==> src/rtl/mem_read_port.sv <==
// -----------------------------------------------------------------------------
// mem_read_port
//
// Read side of the MAR/MDR memory interface. A start pulse in IDLE latches the
// word address, a handshaked read is issued, and the block waits a bounded
// number of cycles for the memory acknowledge. The acknowledged word is held
// in data_out, which feeds MDR.
//
// Ports:
//   clk       system clock, rising edge
//   clr       asynchronous active-high reset
//   start     read request pulse, only looked at in IDLE
//   addr      word address, captured with an accepted start
//   mem_addr  address presented to memory, held until the next accepted start
//   mem_rd    memory read strobe (REQ and WAIT)
//   mem_ack   memory acknowledge, data valid in the same cycle
//   mem_data  memory read data
//   busy      high while a read is in flight (REQ and WAIT)
//   done      one-cycle pulse after data_out has been updated
//   err       one-cycle pulse when the acknowledge never arrived
//   data_out  last successfully read word
// -----------------------------------------------------------------------------
module mem_read_port #(
    parameter int AW      = 9,
    parameter int DW      = 32,
    parameter int TIMEOUT = 15
) (
    input  logic          clk,
    input  logic          clr,
    input  logic          start,
    input  logic [AW-1:0] addr,
    output logic [AW-1:0] mem_addr,
    output logic          mem_rd,
    input  logic          mem_ack,
    input  logic [DW-1:0] mem_data,
    output logic          busy,
    output logic          done,
    output logic          err,
    output logic [DW-1:0] data_out
);

    typedef enum logic [2:0] {
        S_IDLE = 3'd0,
        S_REQ  = 3'd1,
        S_WAIT = 3'd2,
        S_DONE = 3'd3,
        S_ERR  = 3'd4
    } state_t;

    // Counter value on the last WAIT edge that may still see an acknowledge.
    localparam logic [7:0] LAST_WAIT = 8'(TIMEOUT - 1);

    state_t        state;
    state_t        state_nxt;
    logic [7:0]    cnt;
    logic [7:0]    cnt_nxt;
    logic [AW-1:0] mem_addr_nxt;
    logic [DW-1:0] data_out_nxt;

    always_comb begin
        state_nxt    = state;
        cnt_nxt      = cnt;
        mem_addr_nxt = mem_addr;
        data_out_nxt = data_out;
        case (state)
            S_IDLE: begin
                if (start) begin
                    mem_addr_nxt = addr;
                    state_nxt    = S_REQ;
                end
            end
            S_REQ: begin
                cnt_nxt   = 8'd0;
                state_nxt = S_WAIT;
            end
            S_WAIT: begin
                // Acknowledge wins over timeout on the same edge.
                if (mem_ack) begin
                    data_out_nxt = mem_data;
                    state_nxt    = S_DONE;
                end else if (cnt == LAST_WAIT) begin
                    state_nxt = S_ERR;
                end else begin
                    cnt_nxt = cnt + 8'd1;
                end
            end
            S_DONE:  state_nxt = S_IDLE;
            S_ERR:   state_nxt = S_IDLE;
            default: state_nxt = S_IDLE;
        endcase
    end

    // Outputs are registered from the next state so they line up with the
    // state they describe without any combinational decode on the ports.
    always_ff @(posedge clk or posedge clr) begin
        if (clr) begin
            state    <= S_IDLE;
            cnt      <= 8'd0;
            mem_addr <= '0;
            data_out <= '0;
            mem_rd   <= 1'b0;
            busy     <= 1'b0;
            done     <= 1'b0;
            err      <= 1'b0;
        end else begin
            state    <= state_nxt;
            cnt      <= cnt_nxt;
            mem_addr <= mem_addr_nxt;
            data_out <= data_out_nxt;
            mem_rd   <= (state_nxt == S_REQ) || (state_nxt == S_WAIT);
            busy     <= (state_nxt == S_REQ) || (state_nxt == S_WAIT);
            done     <= (state_nxt == S_DONE);
            err      <= (state_nxt == S_ERR);
        end
    end

endmodule

==> config.mk <==
export PLATFORM = sky130hd
export DESIGN_NAME = mem_read_port
export DESIGN_NICKNAME = d
export VERILOG_FILES = /design/src/rtl/mem_read_port.sv
export SDC_FILE = /design/constraint.sdc
export NUM_CORES = 1
export LEC_CHECK = 0
export ABC_AREA = 1
export ABC_CLOCK_PERIOD_IN_PS = 2400
export BUFFER_PORTS_ARGS = -buffer_cell sky130_fd_sc_hd__buf_2
export CAP_MARGIN = 0
export CORE_ASPECT_RATIO = 2
export CORE_MARGIN = 2
export CORE_UTILIZATION = 30
export CTS_BUF_LIST = sky130_fd_sc_hd__clkbuf_8
export DETAILED_ROUTE_END_ITERATION = 10
export GPL_ROUTABILITY_DRIVEN = 0
export PLACE_DENSITY = 0.56
export SKIP_LAST_GASP = 1
export SYNTH_ARGS = -nofsm -noshare
export SYNTH_HDL_FRONTEND = slang
export SYNTH_SLANG_ARGS = --single-unit
==> constraint.sdc <==
create_clock -name clk -period 2.4 [get_ports clk]
set_clock_uncertainty 0.05 [all_clocks]
set_input_delay 0.48 -clock clk [delete_from_list [all_inputs] [get_ports clk]]
set_output_delay 0.48 -clock clk [all_outputs]
set_load 0.02 [all_outputs]
==> flow_summary_export.csv <==
group,metric,value,unit
sta,setup_viol_count_final,0,
worst_setup_path,rr_worst_depth,5,
placement,pre_cts_ws,0.645,ns
worst_setup_path,path_max_fanout,33,
logic_synthesis,synth_cells,260,
grt,grt_pass1_wl,8990,um
job,cap_violations,0,
die,dieArea,8500,um2
clocking,clkTransAtPathRegs,0.10,ns
detailed_routing,routedWlPerCell,12.7,um
die,die_h,128,um
logic_synthesis,syn_area_per_cell,8.93,um2
detailed_routing,first_iter_violations,56,
sta,fmax,0.591,GHz
clocking,htreeDepth,2,
pwr,power_density,1220,nW/um2
grt,globalRoute.totalOverflow,0,
pwr,ir_worst_vdd,0.000660,V
worst_setup_path,crit_arrival,1.89,ns
cells_and_area,diodes,0,
sta,final.setup.worst_slack,0.708,ns
detailed_routing,antenna_left,0,
worst_setup_path,r2r_slack,0.71,ns
detailed_routing,drc,0,
worst_hold_path,hold_class,"in2async",
cells_and_area,layout-drive-gt1-share,33.4,%
clocking,hold_buffers,0,
worst_setup_path,reg2reg_to,"data_out[11]",
placement,numPortBuffers,89,
sta,drv_slew,0,
logic_synthesis,synth_warnings,0,
pwr,power.static_leakage,0.00165,uW
clocking,numCtsBuffers,5,
logic_synthesis,synth.top_cell.area_share,59.3,%
detailed_routing,drt_pass1_iterations,4,
sta,rsz0062_at_grt,"no",
logic_synthesis,syn-num-nets,307,
logic_synthesis,yosys.area.top_type,"dfrtp_1",
cells_and_area,stdcell_count,444,
grt,antenna_found_initial,0,
worst_setup_path,r2r-start,"state[2]",
worst_setup_path,path_class,"reg2reg",
worst_setup_path,crit_path_start_kind,"flop",
grt,grt_use_total,14.0,%
die,core_area,7540,um2
grt,grt_pass1_vias,1829,
logic_synthesis,yosysSeqAreaShare,59.3,%
die,initial_core_util,30.8,%
sta,slew_headroom,64.5,%
clocking,clockBufferDepth,2,
sta,tns,0,ns
cells_and_area,area_delta_synth_final,26.3,%
placement,dpl_cell_area,2850,um2
detailed_routing,vias,1890,
sta,timing.final.crit_share,70.5,%
logic_synthesis,yosys_register_bits,55,
clocking,cts_root_buf,"clkbuf_8",
clocking,cts_setup_buffers,0,
cells_and_area,nets,396,
run_status,status,"completed",
die,die_w,66.2,um
worst_setup_path,end_kind,"flop",
logic_synthesis,synthTopCellsByArea,"dfrtp_1 (59%), nand2_1 (22%), mux2_2 (4.4%), nor2_1 (2.9%), nand3_1 (1.3%)",
die,io_pins,90,
logic_synthesis,syn_area,2320,um2
cells_and_area,post-route-cell-area,2930,um2
placement,dp_hpwl,4270,um
sta,period_needed,1.69,ns
grt,grt_max_degree,34,
clocking,tritoncts,"built",
logic_synthesis,ys_types,21,
detailed_routing,routed_wl,5650,um
die,rows,45,
clocking,cts_resized,0,
sta,tightest_slew,0.531,ns
worst_setup_path,worst_ep_required_time,2.59,ns
detailed_routing,avgViaCountPerCell,4.26,
sta,hold_viol,0,
clocking,clk_latency,0.30,ns
placement,dp_cells,436,
pwr,total_power,3580,uW
clocking,cts_sinks,55,
placed cells by master (no fill, tap or decap), drive strengths merged:
master	n
clkbuf	5
nor3	1
nand2	139
dfrtp	55
xor2	2
xnor2	1
a21oi	1
clkinvlp	1
buf	92
clkinv	1
o21ai	2
ha	2
nand3	9
mux2	9
inv	10
nor2	20
critical path, cell delays in order, from the launching register on:
cell	delay (ns)
dfrtp_1	0.42
nor2_4	0.17
nand3_2	0.27
inv_2	0.51
nand2_1	0.11
nand2_1	0.08
through the flow:
stage                     hold slack, ns  utilization, %
after floorplan                    0.443               -
after global placement             0.411            37.7
after detailed placement           0.411            37.7
after CTS                          0.139            38.9
after global routing               0.166            38.9
final                              0.130            38.9
Yosys cell counts (all sizes together):
cell type  instances
a21oi              1
buf                7
clkbuf             3
dfrtp             55
ha                 2
inv                9
mux2               9
nand2            139
nand3              9
nor2              20
nor3               1
o21ai              2
xnor2              1
xor2               2
state kept, by name, summed over array words and instances (netlist names):
register  cells
mem_addr      9
err           1
cnt           8
state         3
busy          1
done          1
data_out     32
power breakdown:
part / switching, uW / leakage, uW / internal [uW] / total (uW)
Clock: 301 / 0.0000453 / 201 / 501
Sequential: 217 / 0.000697 / 1290 / 1510
Combinational: 1040 / 0.000910 / 531 / 1570
cell families after synthesis:
| group | count (synthesis) | synth area share, % |
|---|---|---|
| compound gates | 3 | 0.646 |
| flops | 55 | 59.3 |
| simple gates | 169 | 29.5 |
| fa+ha+maj | 2 | 1.08 |
| buf+inv | 19 | 4.04 |
| mux | 9 | 4.36 |
| xor+xnor | 3 | 1.13 |
routing by layer:
| layer | vias up | part of all wire, % | track usage [%] |
|---|---|---|---|
| li1 | 965 | - | - |
| met1 | 874 | 37 | 15.7 |
| met2 | 47 | 58 | 24.7 |
| met3 | 4 | 4.3 | 2.71 |
| met4 | 0 | 0.97 | 6.60 |
| met5 | - | 0 | 0 |
layout make-up:
type,count,area [um2]
clock buffer,5,68.8
inverter,9,33.8
fill,829,4610
clock inverter,3,16.3
sequential,55,1380
timing repair buffer,92,468
multi-input combinational,186,852
tap,94,118
worst max path at each step:
stage             start           end  slack [ns]  depth (start not counted)
2_1_floorplan       clr          busy        0.53                          1
3_3_place_gp    mem_ack   data_out[9]        0.70                          5
3_5_place_dp    mem_ack   data_out[9]        0.65                          5
4_1_cts        state[2]   data_out[9]        0.65                          5
5_1_grt        state[2]  data_out[10]        0.53                          5
6_report       state[2]  data_out[11]        0.71                          5
Power figures use the tool's default switching activity.
